$ cat src/rtl/riscv_pkg.sv
// Shared RISC-V opcode/funct3 constants, mem_stage state encoding and access helpers.
package riscv_pkg;

  localparam int unsigned OPCODE_W = 7;
  localparam int unsigned FUNCT3_W = 3;
  localparam int unsigned REG_W    = 5;
  localparam int unsigned LANES    = 4;

  localparam logic [OPCODE_W-1:0] OP_LOAD    = 7'b0000011;
  localparam logic [OPCODE_W-1:0] OP_STORE   = 7'b0100011;
  localparam logic [OPCODE_W-1:0] OP_BRANCH  = 7'b1100011;
  localparam logic [OPCODE_W-1:0] OP_REG_REG = 7'b0110011;
  localparam logic [OPCODE_W-1:0] OP_REG_IMM = 7'b0010011;

  localparam logic [FUNCT3_W-1:0] F3_LB  = 3'b000;
  localparam logic [FUNCT3_W-1:0] F3_LH  = 3'b001;
  localparam logic [FUNCT3_W-1:0] F3_LW  = 3'b010;
  localparam logic [FUNCT3_W-1:0] F3_LBU = 3'b100;
  localparam logic [FUNCT3_W-1:0] F3_LHU = 3'b101;
  localparam logic [FUNCT3_W-1:0] F3_SB  = 3'b000;
  localparam logic [FUNCT3_W-1:0] F3_SH  = 3'b001;
  localparam logic [FUNCT3_W-1:0] F3_SW  = 3'b010;

  typedef enum logic [1:0] {
    IDLE   = 2'd0,
    REQ    = 2'd1,
    RDWAIT = 2'd2,
    OUT    = 2'd3
  } mem_state_e;

  // Byte enables for an access of the size encoded in funct3 at the given lane.
  function automatic logic [LANES-1:0] be_mask(input logic [FUNCT3_W-1:0] f3,
                                               input logic [1:0] lane);
    logic [LANES-1:0] m;
    case (f3[1:0])
      2'b00:   m = 4'b0001 << lane;
      2'b01:   m = 4'b0011 << lane;
      default: m = 4'b1111;
    endcase
    return m;
  endfunction

  // True when the access cannot be issued: bad alignment or an unsupported funct3.
  function automatic logic access_bad(input logic is_store,
                                      input logic [FUNCT3_W-1:0] f3,
                                      input logic [1:0] lane);
    logic bad;
    case (f3)
      F3_LB:   bad = 1'b0;
      F3_LH:   bad = lane[0];
      F3_LW:   bad = (lane != 2'b00);
      F3_LBU:  bad = is_store;
      F3_LHU:  bad = is_store | lane[0];
      default: bad = 1'b1;
    endcase
    return bad;
  endfunction

endpackage

$ cat src/rtl/mem_stage_if.sv
// Pipeline-facing bundles on either side of the memory stage.
interface execute_memory_if #(parameter int unsigned N = 32);
  logic         valid;
  logic         ready;
  logic [6:0]   opcode;
  logic [2:0]   funct3;
  logic [4:0]   rd;
  logic [N-1:0] alu_result;
  logic [N-1:0] store_data;

  modport ex  (output valid, opcode, funct3, rd, alu_result, store_data, input ready);
  modport mem (input valid, opcode, funct3, rd, alu_result, store_data, output ready);
endinterface

interface memory_writeback_if #(parameter int unsigned N = 32);
  logic         valid;
  logic         we;
  logic [4:0]   rd;
  logic [N-1:0] result;
  logic         ready;

  modport mem (output valid, we, rd, result, input ready);
  modport wb  (input valid, we, rd, result, output ready);
endinterface

$ cat src/rtl/load_align.sv
// Extracts and extends the addressed byte/halfword/word from a read word.
module load_align
  import riscv_pkg::*;
#(
  parameter int unsigned N = 32
) (
  input  logic [1:0]   lane,
  input  logic [2:0]   funct3,
  input  logic [N-1:0] rdata,
  output logic [N-1:0] result
);

  logic [7:0]  byte_sel;
  logic [15:0] half_sel;

  // Shift the selected lane down to bit 0, then extend according to funct3.
  always_comb begin
    byte_sel = 8'(rdata >> {lane, 3'b000});
    half_sel = 16'(rdata >> {lane, 3'b000});
    case (funct3)
      F3_LB:   result = {{(N-8){byte_sel[7]}}, byte_sel};
      F3_LH:   result = {{(N-16){half_sel[15]}}, half_sel};
      F3_LBU:  result = {{(N-8){1'b0}}, byte_sel};
      F3_LHU:  result = {{(N-16){1'b0}}, half_sel};
      default: result = rdata;
    endcase
  end

endmodule

$ cat src/rtl/mem_stage.sv
// Memory stage: issues loads/stores to dmem, aligns load data, hands results to writeback.
module mem_stage
  import riscv_pkg::*;
#(
  parameter int unsigned N = 32
) (
  input  logic         clk,
  input  logic         rst,
  input  logic         ex_valid,
  output logic         ex_ready,
  input  logic [6:0]   ex_opcode,
  input  logic [2:0]   ex_funct3,
  input  logic [4:0]   ex_rd,
  input  logic [N-1:0] ex_alu_result,
  input  logic [N-1:0] ex_store_data,
  output logic         dmem_req,
  output logic         dmem_we,
  output logic [N-1:0] dmem_addr,
  output logic [N-1:0] dmem_wdata,
  output logic [3:0]   dmem_be,
  input  logic         dmem_gnt,
  input  logic         dmem_rvalid,
  input  logic [N-1:0] dmem_rdata,
  output logic         wb_valid,
  output logic         wb_we,
  output logic [4:0]   wb_rd,
  output logic [N-1:0] wb_result,
  input  logic         wb_ready,
  output logic         misaligned
);

  execute_memory_if   #(.N(N)) ex_bus ();
  memory_writeback_if #(.N(N)) wb_bus ();

  // Bind the flat pipeline ports onto the stage bundles.
  assign ex_bus.valid      = ex_valid;
  assign ex_bus.opcode     = ex_opcode;
  assign ex_bus.funct3     = ex_funct3;
  assign ex_bus.rd         = ex_rd;
  assign ex_bus.alu_result = ex_alu_result;
  assign ex_bus.store_data = ex_store_data;
  assign ex_bus.ready      = ex_ready;

  assign wb_bus.valid  = wb_valid;
  assign wb_bus.we     = wb_we;
  assign wb_bus.rd     = wb_rd;
  assign wb_bus.result = wb_result;
  assign wb_bus.ready  = wb_ready;

  mem_state_e   state;
  logic         is_store_q;
  logic [2:0]   f3_q;
  logic [1:0]   lane_q;
  logic [N-1:0] alu_q;

  logic         is_load_c;
  logic         is_store_c;
  logic         is_branch_c;
  logic         bad_c;
  logic [1:0]   lane_c;
  logic [N-1:0] wdata_c;
  logic [N-1:0] load_data_c;

  // Decode the incoming execute payload.
  always_comb begin
    lane_c      = ex_bus.alu_result[1:0];
    is_load_c   = (ex_bus.opcode == OP_LOAD);
    is_store_c  = (ex_bus.opcode == OP_STORE);
    is_branch_c = (ex_bus.opcode == OP_BRANCH);
    bad_c       = access_bad(is_store_c, ex_bus.funct3, lane_c);
    case (ex_bus.funct3[1:0])
      2'b00:   wdata_c = {(N/8){ex_bus.store_data[7:0]}};
      2'b01:   wdata_c = {(N/16){ex_bus.store_data[15:0]}};
      default: wdata_c = ex_bus.store_data;
    endcase
  end

  load_align #(.N(N)) u_load_align (
    .lane   (lane_q),
    .funct3 (f3_q),
    .rdata  (dmem_rdata),
    .result (load_data_c)
  );

  // Transaction FSM; one transaction in flight, every output registered.
  always_ff @(posedge clk) begin
    if (rst) begin
      state      <= IDLE;
      ex_ready   <= 1'b1;
      dmem_req   <= 1'b0;
      dmem_we    <= 1'b0;
      dmem_be    <= '0;
      dmem_addr  <= '0;
      dmem_wdata <= '0;
      wb_valid   <= 1'b0;
      wb_we      <= 1'b0;
      wb_rd      <= '0;
      wb_result  <= '0;
      misaligned <= 1'b0;
      is_store_q <= 1'b0;
      f3_q       <= '0;
      lane_q     <= '0;
      alu_q      <= '0;
    end else begin
      misaligned <= 1'b0;
      case (state)
        IDLE: begin
          if (ex_bus.valid && ex_ready) begin
            ex_ready   <= 1'b0;
            wb_rd      <= ex_bus.rd;
            f3_q       <= ex_bus.funct3;
            lane_q     <= lane_c;
            alu_q      <= ex_bus.alu_result;
            is_store_q <= is_store_c;
            if ((is_load_c || is_store_c) && bad_c) begin
              misaligned <= 1'b1;
              state      <= OUT;
              wb_valid   <= 1'b1;
              wb_we      <= 1'b0;
              wb_result  <= ex_bus.alu_result;
            end else if (is_load_c || is_store_c) begin
              state      <= REQ;
              dmem_req   <= 1'b1;
              dmem_we    <= is_store_c;
              dmem_addr  <= {ex_bus.alu_result[N-1:2], 2'b00};
              dmem_be    <= be_mask(ex_bus.funct3, lane_c);
              dmem_wdata <= is_store_c ? wdata_c : '0;
            end else begin
              state     <= OUT;
              wb_valid  <= 1'b1;
              wb_we     <= !(is_store_c || is_branch_c);
              wb_result <= ex_bus.alu_result;
            end
          end
        end
        REQ: begin
          if (dmem_gnt) begin
            dmem_req <= 1'b0;
            dmem_we  <= 1'b0;
            dmem_be  <= '0;
            if (is_store_q) begin
              state     <= OUT;
              wb_valid  <= 1'b1;
              wb_we     <= 1'b0;
              wb_result <= alu_q;
            end else if (dmem_rvalid) begin
              state     <= OUT;
              wb_valid  <= 1'b1;
              wb_we     <= 1'b1;
              wb_result <= load_data_c;
            end else begin
              state <= RDWAIT;
            end
          end
        end
        RDWAIT: begin
          if (dmem_rvalid) begin
            state     <= OUT;
            wb_valid  <= 1'b1;
            wb_we     <= 1'b1;
            wb_result <= load_data_c;
          end
        end
        OUT: begin
          if (wb_bus.ready) begin
            state    <= IDLE;
            wb_valid <= 1'b0;
            wb_we    <= 1'b0;
            ex_ready <= 1'b1;
          end
        end
        default: state <= IDLE;
      endcase
    end
  end

endmodule

$ cat config.mk
export PLATFORM = sky130hd
export DESIGN_NAME = mem_stage
export DESIGN_NICKNAME = d
export VERILOG_FILES = /design/src/rtl/riscv_pkg.sv /design/src/rtl/mem_stage_if.sv /design/src/rtl/load_align.sv /design/src/rtl/mem_stage.sv
export SDC_FILE = /design/constraint.sdc
export NUM_CORES = 1
export LEC_CHECK = 0
export ABC_AREA = 1
export BUFFER_PORTS_ARGS = -buffer_cell sky130_fd_sc_hd__buf_2
export CAP_MARGIN = 40
export CELL_PAD_IN_SITES_DETAIL_PLACEMENT = 0
export CELL_PAD_IN_SITES_GLOBAL_PLACEMENT = 1
export CORE_ASPECT_RATIO = 2
export CORE_MARGIN = 1.5
export CORE_UTILIZATION = 39
export DETAILED_ROUTE_END_ITERATION = 10
export GPL_TIMING_DRIVEN = 0
export MAX_ROUTING_LAYER = met4
export PLACE_DENSITY = 0.95
export SLEW_MARGIN = 20
export SYNTH_ARGS = -nofsm -noshare
export SYNTH_HDL_FRONTEND = slang
export SYNTH_SLANG_ARGS = --single-unit
$ cat constraint.sdc
create_clock -name clk -period 3.7 [get_ports clk]
set_input_delay 0.185 -clock clk [delete_from_list [all_inputs] [get_ports clk]]
set_output_delay 0.185 -clock clk [all_outputs]
set_load 0.01 [all_outputs]
* Word level (Yosys, flattened, before mapping) *
Index checks and enable logic that the tools add are counted.

storage, ports and cells
  register bits = 149
  bits in latches = 0
  memory bits (writable) = 0
  bits in read-only memories = 0
  input port bits = 117
  output and inout port bits = 111
  logic and storage cells = 119
  memories kept = 0

operators by class
  add/subtract/negate cells = 0
  $mul = 0
  divide/modulo/power cells = 0
  $lt $le $gt $ge = 0
  equality and inequality tests = 21
  shifts and indexed selects = 3
  muxes and demuxes = 54
  bitwise logic cells = 4
  reductions and logical operators = 21

operator list
  cell                                                  count
  2-to-1 mux 32 bit                                     7
  case mux 32 bit (4 select lines)                      1
  case mux 32 bit (3 select lines)                      1
  case mux 32 bit (2 select lines)                      1
  right shift 32 x 5 -> 16 bit                          1
  2-to-1 mux 1 bit                                      25
  2-to-1 mux 4 bit                                      4
  case mux 4 bit (2 select lines)                       2
  AND reduction 4 bit                                   4
  equality test 3 bit (second input constant)           4
  2-to-1 mux 2 bit                                      6
  inequality test 2 bit (second input constant)         6
  case mux 1 bit (4 select lines)                       2
  case mux 2 bit (4 select lines)                       1
  equality test 7 x 2 -> 1 bit (second input constant)  1
  equality test 7 x 6 -> 1 bit (second input constant)  1
  equality test 7 bit (second input constant)           1
  equality test 3 x 1 -> 1 bit (second input constant)  2
  logical NOT 3 bit                                     2
  case mux 1 bit (2 select lines)                       3
  nonzero test 2 bit                                    3
  case mux 1 bit (5 select lines)                       1
  AND reduction 5 bit                                   1
  equality test 2 x 1 -> 1 bit (second input constant)  2
  15 further kinds                                      21

* Logic depth before layout (Yosys ltp) *
Gate-level depths: netlist (run 1).

  depth after elaboration = 7
  mapped depth = 14
  depth with buffers taken out = 12

* By module *
From an unflattened synthesis (run 1), not the netlist that was laid out.

second synthesis, totals
  cell total of the unflattened synthesis = 1,299
  area total of the unflattened synthesis = 8,023.9 µm²

by module, submodules not included
  module      instances  cells an instance  area each (µm²)  sequential area each (µm²)
  mem_stage   1          1,089              7,006.7          2,942.8
  load_align  1          210                1,017.2          0.0

* Least setup slack after synthesis (run 1) *
No wires, ideal clock.

  path kind = flip-flop to flip-flop
  start = register state[1]
  end = register wb_result[27]
  library setup time = 0.117 ns
  data arrival time = 1.632 ns
  required time = 3.583 ns
  setup slack = 1.952 ns
  cell stages (with the launch flop) = 9
  path buffers = 3
  clock period less this slack = 1.748 ns
  cells stage by stage = dfxtp_1 inv_1 ha_1 clkbuf_1 clkbuf_1 clkbuf_1 nor2_1 nor2_1 a21oi_1

between the ends
  longest elaborated chain between the ends = 3
  elaborated cells on any way between the ends = 9
  those cells by class = eq/ne: 5; mux: 1; reduce/logical: 3

RTL lines
  element                                                         line              RTL
  start, declared                                                 mem_stage.sv:50   mem_state_e state;
  start signal, assigned                                          mem_stage.sv:88   state <= IDLE;
  start signal, assigned                                          mem_stage.sv:117  state <= OUT;
  start signal, assigned                                          mem_stage.sv:122  state <= REQ;
  equality test 2 x 1 -> 1 bit (tied with other cells)            mem_stage.sv:106  case (state)
  inequality test 2 bit (no source line) (tied with other cells)  -
  AND reduction 4 bit (no source line)                            -
  end signal, assigned                                            mem_stage.sv:120  wb_result <= ex_bus.alu_result;
  end signal, assigned                                            mem_stage.sv:132  wb_result <= ex_bus.alu_result;
  end signal, assigned                                            mem_stage.sv:145  wb_result <= alu_q;
  end, declared                                                   mem_stage.sv:27   output logic [N-1:0] wb_result,

Parallel ways exist; a longest one is shown, timed or not.
A chain may end at the register's enable or synchronous reset.

* Final worst setup path (run 1) *
  start = register state[1]
  end = register ex_ready

between the ends
  longest elaborated chain between the ends = 3
  elaborated cells on any way between the ends = 7
  those cells by class = eq/ne: 3; mux: 1; reduce/logical: 3

RTL lines
  element                                                                              line              RTL
  equality test 2 bit / logical NOT 2 bit (equally long branches)                      mem_stage.sv:106
  inequality test 2 bit (no source line) / nonzero test 2 bit (equally long branches)  -
  AND reduction 3 bit (no source line)                                                 -
  end signal, assigned                                                                 mem_stage.sv:89   ex_ready <= 1'b1;
  end signal, assigned                                                                 mem_stage.sv:109  ex_ready <= 1'b0;
  end signal, assigned                                                                 mem_stage.sv:169  ex_ready <= 1'b1;
  end, declared                                                                        mem_stage.sv:10   output logic ex_ready,

Parallel ways exist; a longest one is shown, timed or not.

==> reports/summary.txt, run 1 <==
Slew @ Worst Pin = 0.8142 ns
drt total wl = 32880 µm
CP max stage delay = 0.64 ns
Post-Syn Area = 0.008343 mm²
PD cells = 683.1 mW/mm²
antenna viol nets, final = 0
period utilization = 67.34%
DR vias = 9598
global-route wire length before repair = 50290 µm
Max-cap violations = 0
worst r2r src = state[1]
port buffer count = 225
Bufs on Longest Clock Path = 2
crit-path cells = inv_1 > ha_1 > inv_1 > nor2_1 > inv_1 > clkbuf_1 > o21ai_0 > nand3_1
CTS tree = done
Max IR drop VDD = 419.4 µV
Final #Nets = 1691
sequential-to-total area share from yosys stat = 35.27%
Rel. slew slack = 45.72%
post-synthesis instance total = 1321
R2R depth = 8
Clock Tree Root = clkbuf_16
Die ar. = 0.02233 mm²
CP Capture Point = ex_ready
Worst-Skew Late Latency = 0.45 ns
Worst Path Buf+Inv = 4
maximum clock rate = 401.4 MHz
final setup fails = 0
total iterations of the first detailed-routing run = 5
CTS resizes = 0
share of layout cells above drive strength 1 = 21.73%
grt met1 use = 28.21%
status = complete, no violations
grt met3 use = 5.839%
total grt overflow = 0
leakage power = 5.310 nW
Post-Place Worst Slack = 1.272 ns
r2r endpoint = ex_ready
H-tree levels = 4
Placed Instance Area = 0.009809 mm²
Die X = 106.4 µm
Max Slew Vio Count = 0
initial antenna violation count = 1
Stages on worst setup path = 8
vias in the first global route = 9511
Data required, critical path = 4.01 ns
vias per cell = 5.180
Final WS setup = 1.209 ns
critical path's slowest cell = nor2_1
Max FO, Critical Path = 10
kind of critical path = flop to flop
crit end category = flop
Detailed Route Iter0 Violations = 625
CTS sink count = 147
yosys warns = 0
gp weighted congestion = 0.9739
M2 GR Usage = 54.37%
RSZ-0062 raised after global routing = no
Detail Placement HPWL = 25750 µm
Min Clock Period, post-route = 2.491 ns
GRT Max-Usage Layer = met2
area grow syn2layout = 25.28%
die height = 209.8 µm
Setup Skew = 0.01214 ns
WP data arrival = 2.80 ns
largest net degree at the start of global routing = 17
Worst path top cell family by delay = buffers and inverters
initial core utilization = 39.69%
worst hold path class = input port to flop
TNS Setup = 0 ns
Tot GR Track Use = 30.55%
DR WL/cell = 17.74 µm
Reg clk slew, reported paths = 0.07 ns
CTS Buf Count = 17
cell row count = 75
flops & latches, synth = 147
reg-to-reg slack, setup = 1.21 ns
Worst Setup SP = state[1]
post-route cell area = 0.01045 mm²
startpoint types = flop
Avg Inst Size Synth = 6.316 µm²
Critical Path Most Common Cell = inv_1
core area = 0.02102 mm²
Fin. Hold Viols = 0
Distinct cells, synth = 34
IO Count = 228
DRC Markers = 0
[final cells by class]
cell class	instances	area (µm²)
Antenna cell	1	2.502
Buffer	94	457.9
Clock buffer	19	452.9
Clock inverter	13	147.6
Fill cell	2251	10570
Inverter	159	596.8
Multi-Input combinational cell	922	4349
Sequential cell	147	2943
Tap cell	269	336.6
Timing Repair Buffer	229	1166
[cells in the mapped netlist]
| master | number | area (µm²) |
|---|---|---|
| a21oi_2 | 29 | 254.0 |
| nor3_1 | 13 | 65.06 |
| a211oi_2 | 7 | 87.58 |
| nor3_4 | 1 | 16.27 |
| buf_1 | 5 | 18.77 |
| inv_2 | 2 | 7.510 |
| nand4_1 | 2 | 12.51 |
| nand2_2 | 7 | 43.79 |
| inv_1 | 157 | 589.3 |
| o2111ai_1 | 3 | 26.28 |
| o21ai_1 | 23 | 115.1 |
| nand3_1 | 85 | 425.4 |
| nor2_4 | 1 | 11.26 |
| nand2_4 | 1 | 11.26 |
| nor3b_1 | 1 | 7.510 |
| conb_1 | 1 | 3.750 |
| o21a_1 | 1 | 7.510 |
| dfxtp_1 | 147 | 2943 |
| nand2_1 | 332 | 1246 |
| a211oi_1 | 1 | 7.510 |
| buf_2 | 24 | 120.1 |
| o21bai_1 | 1 | 7.510 |
| a21oi_1 | 119 | 595.6 |
| buf_8 | 1 | 15.01 |
| o211ai_1 | 9 | 67.56 |
| ha_1 | 4 | 50.05 |
| clkbuf_1 | 53 | 198.9 |
| o211a_1 | 7 | 70.07 |
| nor2_1 | 142 | 533.0 |
| o22ai_1 | 8 | 50.05 |
| nand3_2 | 3 | 30.03 |
| o21ai_0 | 120 | 600.6 |
| buf_4 | 5 | 37.54 |
| buf_6 | 6 | 67.56 |
[logic make-up after synthesis]
family                   count (synthesis)  share of synthesized area, %
adder cells (fa/ha/maj)                  4                        0.5999
other                                    1                       0.04495
buffers and inverters                  253                         12.64
AO/OA/AOI/OAI                          328                         22.65
flip-flops                             147                         35.27
AND/OR/NAND/NOR                        588                         28.79
[cells in the final DEF (no fill, tap or decap), types with 2 or more instances in the layout]
cell type	count
nor2_1	142
nand4_1	2
buf_6	6
inv_6	3
bufinv_16	2
o21ai_1	23
conb_1	2
dlygate4sd3_1	4
o2111ai_1	3
clkbuf_1	53
buf_1	5
nand3_2	3
nand2_2	7
o211a_1	7
inv_1	157
inv_2	2
o22ai_1	8
nand3_1	85
a21oi_2	29
clkbuf_16	17
nor3_1	13
a211oi_2	7
buf_4	5
a21oi_1	119
inv_8	2
buf_2	249
ha_1	4
clkbuf_8	2
dfxtp_1	147
clkinv_2	3
nand2_1	332
o211ai_1	9
clkinvlp_4	2
o21ai_0	120
[report_power, final]
| part | leakage [nW] | internal, W | switching, W |
|---|---|---|---|
| combinational | 3.82 | 0.000982 | 0.00227 |
| sequential | 1.20 | 0.00189 | 0.000212 |
| clock | 0.294 | 0.00104 | 0.000753 |
[worst min-delay path by stage]
stage                       from       endpoint  slack, ns  cells after the start
3_5_place_dp            ex_rd[1]       wb_rd[1]       0.42                      3
4_1_cts                 ex_rd[3]       wb_rd[3]     0.0001                      3
5_1_grt                 wb_ready       ex_ready       0.02                      3
6_report       ex_alu_result[14]  dmem_addr[14]       0.01                      3
2_1_floorplan                rst  dmem_wdata[1]       0.26                      1
3_3_place_gp            ex_rd[4]       wb_rd[4]       0.41                      3
[registers in the layout, summed over array words and instances, names as in the netlist]
| register | flops |
|---|---|
| alu_q | 31 |
| state | 2 |
| dmem_wdata | 32 |
| dmem_we | 1 |
| wb_rd | 5 |
| lane_q | 1 |
| wb_valid | 1 |
| misaligned | 1 |
| ex_ready | 1 |
| dmem_be | 4 |
| f3_q | 3 |
| dmem_addr | 30 |
| wb_result | 32 |
| is_store_q | 1 |
| dmem_req | 1 |
| wb_we | 1 |
[what timing repair did]
item	in CTS	in global routing
hold buffers	4	0
endpoints found under the hold margin	4	0
setup buffers	0	0
[through the flow]
step / cells / power [W] / util [%] / hold slack, ns
floorplan: 1322 / 0.004200 / - / 0.2580
global placement: 1816 / 0.005269 / 46.67 / 0.4102
detailed placement: 1816 / 0.005311 / 46.67 / 0.4219
CTS: 1852 / 0.007101 / 49.71 / 0.0001031
global route: 1853 / 0.007626 / 49.73 / 0.01663
finish: 1853 / 0.007140 / 49.73 / 0.01012
[per-layer routing]
layer / share of wire, % / wire length [µm] / vias up
li1: - / - / 4712
met1: 33 / 10960 / 4320
met2: 52 / 17220 / 428
met3: 5.8 / 1916 / 138
met4: 8.4 / 2778 / 0
met5: 0 / 0 / -
[worst register-to-register path, stage by stage (launching register included)]
cell,delay [ns]
dfxtp_1,0.34
inv_1,0.11
ha_1,0.25
inv_1,0.16
nor2_1,0.64
inv_1,0.16
clkbuf_1,0.35
o21ai_0,0.25
nand3_1,0.08
No activity file was read; power rests on OpenSTA's default activity.
==> run 2, diff against run 1 <==
- ABC_AREA: 1 -> 0
- CORE_UTILIZATION: 39 -> 37
- PLACE_DENSITY: 0.95 -> 0.89
- clock period: 3.7 -> 2.38 ns (I/O delays scaled with it)
==> run 2 against run 1 <==
  * Clock power up 42%
  * Critical path depth unchanged
  * Fmax rose by 9.1%
  * Routed wire length grew 0.79%
  * Global-route usage up 0.94 points
  * Register-to-register slack worse by 1.1 ns
  * Clock-buffer cell count unchanged
  * Design area shrank 4.5%
  * First-iteration DRC count fell by 21%
  * Synthesized cell count decreased by 27%
  * Sequential share of layout area up 1.3 points
  * Critical path type unchanged
  * Critical endpoint is now wb_result[6]
  * Largest cell class unchanged
  * Highest routed layer unchanged
==> reports/summary.txt, run 2 <==
die height = 204.4 µm (was 209.8 µm)
Post-synth EDFFs = 0 (unchanged)
cell row count = 73 (was 75)
commonest cells after routing, fill and taps aside = buf_2 (236), nand2_1 (203), dfxtp_1 (147) (was nand2_1 (332), buf_2 (249), inv_1 (157))
Die X = 103.7 µm (was 106.4 µm)
Non-Filler Instances = 1517 (was 1853)
Detail Placement HPWL = 25720 µm (was 25750 µm)
Max FO, Critical Path = 10 (unchanged)
largest cells by area after synthesis = dfxtp_1 (39%), nand2_1 (10%), a21oi_1 (8.2%), a221oi_1 (6.1%), mux2i_1 (3.5%) (was dfxtp_1 (35%), nand2_1 (15%), o21ai_0 (7.2%), a21oi_1 (7.1%), inv_1 (7.1%))
top-count cell post-synth = nand2_1 (unchanged)
Slew @ Worst Pin = 0.7606 ns (was 0.8142 ns)
Primary FF master, synth = dfxtp_1 (unchanged)
clock power share = 24.7% (was 25.1%)
Worst-Skew Late Latency = 0.44 ns (was 0.45 ns)
Detailed Route Iter0 Violations = 496 (was 625)
DRC Markers = 0 (unchanged)
Tot GR Track Use = 31.49% (was 30.55%)
overall power = 0.01028 W (was 0.007140 W)
Avg Inst Size Synth = 7.813 µm² (was 6.316 µm²)
CP max stage delay = 0.48 ns (was 0.64 ns)
share of layout cells above drive strength 1 = 24.96% (was 21.73%)
WP data arrival = 2.63 ns (was 2.80 ns)
IO Count = 228 (unchanged)
total iterations of the first detailed-routing run = 6 (was 5)
H-tree levels = 4 (unchanged)
internal power = 0.005835 W (was 0.003907 W)
Final WS setup = 0.09735 ns (was 1.209 ns)
Post-Place Cells = 1446 (was 1816)
Max Slew Vio Count = 0 (unchanged)
Min Clock Period, post-route = 2.283 ns (was 2.491 ns)
core area = 0.01991 mm² (was 0.02102 mm²)
maximum clock rate = 438.1 MHz (was 401.4 MHz)
antenna viol nets, final = 0 (unchanged)
flops & latches, synth = 147 (unchanged)
Final #Nets = 1363 (was 1691)
CTS Buf Count = 17 (unchanged)
Clock Tree Root = clkbuf_16 (unchanged)
Setup Skew = 0.01201 ns (was 0.01214 ns)
total grt overflow = 0 (unchanged)
vias in the first global route = 8518 (was 9511)
global-route wire length before repair = 48750 µm (was 50290 µm)
initial core utilization = 37.67% (was 39.69%)
CTS tree = done (unchanged)
CTS sink count = 147 (unchanged)
Worst Setup SP = state[1] (unchanged)
final hold slack = 0.01259 ns (was 0.01012 ns)
crit end category = flop (unchanged)
startpoint types = flop (unchanged)
TNS Setup = 0 ns (unchanged)
DR WL/cell = 21.84 µm (was 17.74 µm)
NetSw = 0.004446 W (was 0.003232 W)
DR vias = 8592 (was 9598)
largest net degree at the start of global routing = 17 (unchanged)
Synth top cells by count = nand2_1 (203), dfxtp_1 (147), a21oi_1 (123) (was nand2_1 (332), inv_1 (157), dfxtp_1 (147))
status = complete, no violations (unchanged)
vias per cell = 5.664 (was 5.180)
period utilization = 95.91% (was 67.34%)
most common cell after layout, fill and taps aside = buf_2 (was nand2_1)
critical path's slowest cell = clkbuf_1 (was nor2_1)
Distinct cells, synth = 60 (was 34)
PD cells = 1030 mW/mm² (was 683.1 mW/mm²)
gp weighted congestion = 0.9856 (was 0.9739)
asr flop ratio synth = 0% (unchanged)
area grow syn2layout = 33.11% (was 25.28%)
post-synth top area cell = dfxtp_1 (unchanged)
Seq pwr share = 31.6% (was 29.4%)
kind of critical path = flop to flop (unchanged)
Reg clk slew, reported paths = 0.06 ns (was 0.07 ns)
Post-Syn Area = 0.007501 mm² (was 0.008343 mm²)
post-synthesis instance total = 960 (was 1321)
yosys warns = 0 (unchanged)
Rel. slew slack = 49.29% (was 45.72%)
Top Registers = dmem_wdata: 32 flops, wb_result: 32 flops, alu_q: 31 flops (unchanged)
Max-cap violations = 0 (unchanged)
hold_sp = ex_alu_result[17] (was ex_alu_result[14])
worst r2r src = state[1] (unchanged)
switching part of the total power = 43.25% (was 45.27%)
# fillers = 2090 (was 2251)
Fin. Hold Viols = 0 (unchanged)
crit-path cells = inv_1 > ha_1 > clkbuf_1 > clkbuf_2 > o21ai_0 > a21oi_1 > a22oi_1 > a211oi_1 (was inv_1 > ha_1 > inv_1 > nor2_1 > inv_1 > clkbuf_1 > o21ai_0 > nand3_1)
Post-Place Worst Slack = -0.4256 ns (was 1.272 ns)
drt total wl = 33140 µm (was 32880 µm)
Max IR drop VDD = 512.5 µV (was 419.4 µV)
leakage power = 4.039 nW (was 5.310 nW)
worst hold path class = input port to flop (unchanged)
final setup fails = 0 (unchanged)
Data required, critical path = 2.73 ns (was 4.01 ns)
Comb pwr share = 43.7% (was 45.5%)
initial antenna violation count = 1 (unchanged)
sequential-to-total area share from yosys stat = 39.23% (was 35.27%)
Yosys top cell area share = 39.23% (was 35.27%)
port buffer count = 222 (was 225)
Die ar. = 0.02119 mm² (was 0.02233 mm²)
RSZ-0062 raised after global routing = yes (was no)
Bufs on Longest Clock Path = 2 (unchanged)
==> run 2: changes by cell type after synthesis, sizes merged, moves of 17 or more <==
| cell | delta |
|---|---|
| mux2i | +26 |
| a311o | +17 |
| and3 | +18 |
| inv | -151 |
| a221oi | +54 |
| a22oi | +18 |
| a21oi | -25 |
| nor2 | -92 |
| nand3 | -62 |
| nor3b | +17 |
| o21ai | -101 |
| nand2 | -137 |
==> run 2: cells by family (layout without fill, tap and decap cells) <==
group,Yosys count,in the layout,share of synthesized area (%)
flip-flops,147,147,39.23
buffers and inverters,101,394,5.871
other,1,3,0.04999
AND/OR/NAND/NOR,376,376,22.75
multiplexers,35,35,4.871
adder cells (fa/ha/maj),4,4,0.6672
AO/OA/AOI/OAI,296,296,26.56
==> run 2: power groups by stage <==
stage | sequential (W) | combinational (W) | clock [W]
global route | 0.00329 | 0.00480 | 0.00265
global placement | 0.00328 | 0.00418 | 0
finish | 0.00325 | 0.00449 | 0.00254
CTS | 0.00324 | 0.00431 | 0.00254
detailed placement | 0.00329 | 0.00422 | 0
floorplan | 0.00331 | 0.00256 | 0
==> run 2: worst max-delay path, delay by kind of cell (launching register included) <==
family | cells | cell delay (ns)
buffers and inverters | 3 | 0.98
AO/OA/AOI/OAI | 4 | 0.60
adder cells (fa/ha/maj) | 1 | 0.26
flip-flops | 1 | 0.35
==> run 2: repair_timing <==
action                                  in CTS  in global routing
hold endpoints to repair                    67                  0
pin swaps                                    0                  4
endpoints found under the setup margin      88                 34
hold buffers                                39                  0
setup buffers                                0                  2
gates cloned                                 0                  0
resized for setup                           11                 23
==> run 2: layer usage <==
layer	wire (µm)	global-route usage, %
met1	11540	30.31
met2	17380	56.88
met3	1654	4.369
met4	2557	23.71
met5	0	-
==> run 2: worst paths after layout <==
| check | slack [ns] | end | cells past startpoint |
|---|---|---|---|
| max reg2reg | 0.1 | wb_result[6] | 8 |
| min reg2reg | 0.45 | dmem_wdata[5] | 2 |
| max | 0.1 | wb_result[6] | 8 |
| min | 0.01 | alu_q[17] | 3 |
==> run 2: cell type report <==
type                    count  area [µm²]  share of cell area [%]
multi-input cells         713        4197                   42.03
flip-flops and latches    147        2943                   29.47
repair buffers            264        1524                   15.26
clock buffers              19       442.9                   4.436
plain buffers              88       409.1                   4.098
well taps                 262       327.8                   3.283
clock inverters            12       93.84                  0.9398
inverters                  11       45.04                  0.4511
diodes                      1       2.502                 0.02506
==> run 2: per-stage QoR <==
| step | area (µm²) | utilization, % |
|---|---|---|
| 2_1_floorplan | 7505 | - |
| 3_5_place_dp | 8951 | 44.95 |
| 5_1_grt | 9985 | 50.14 |
| 6_report | 9985 | 50.14 |
| 4_1_cts | 9910 | 49.77 |
| 3_3_place_gp | 8944 | 44.92 |
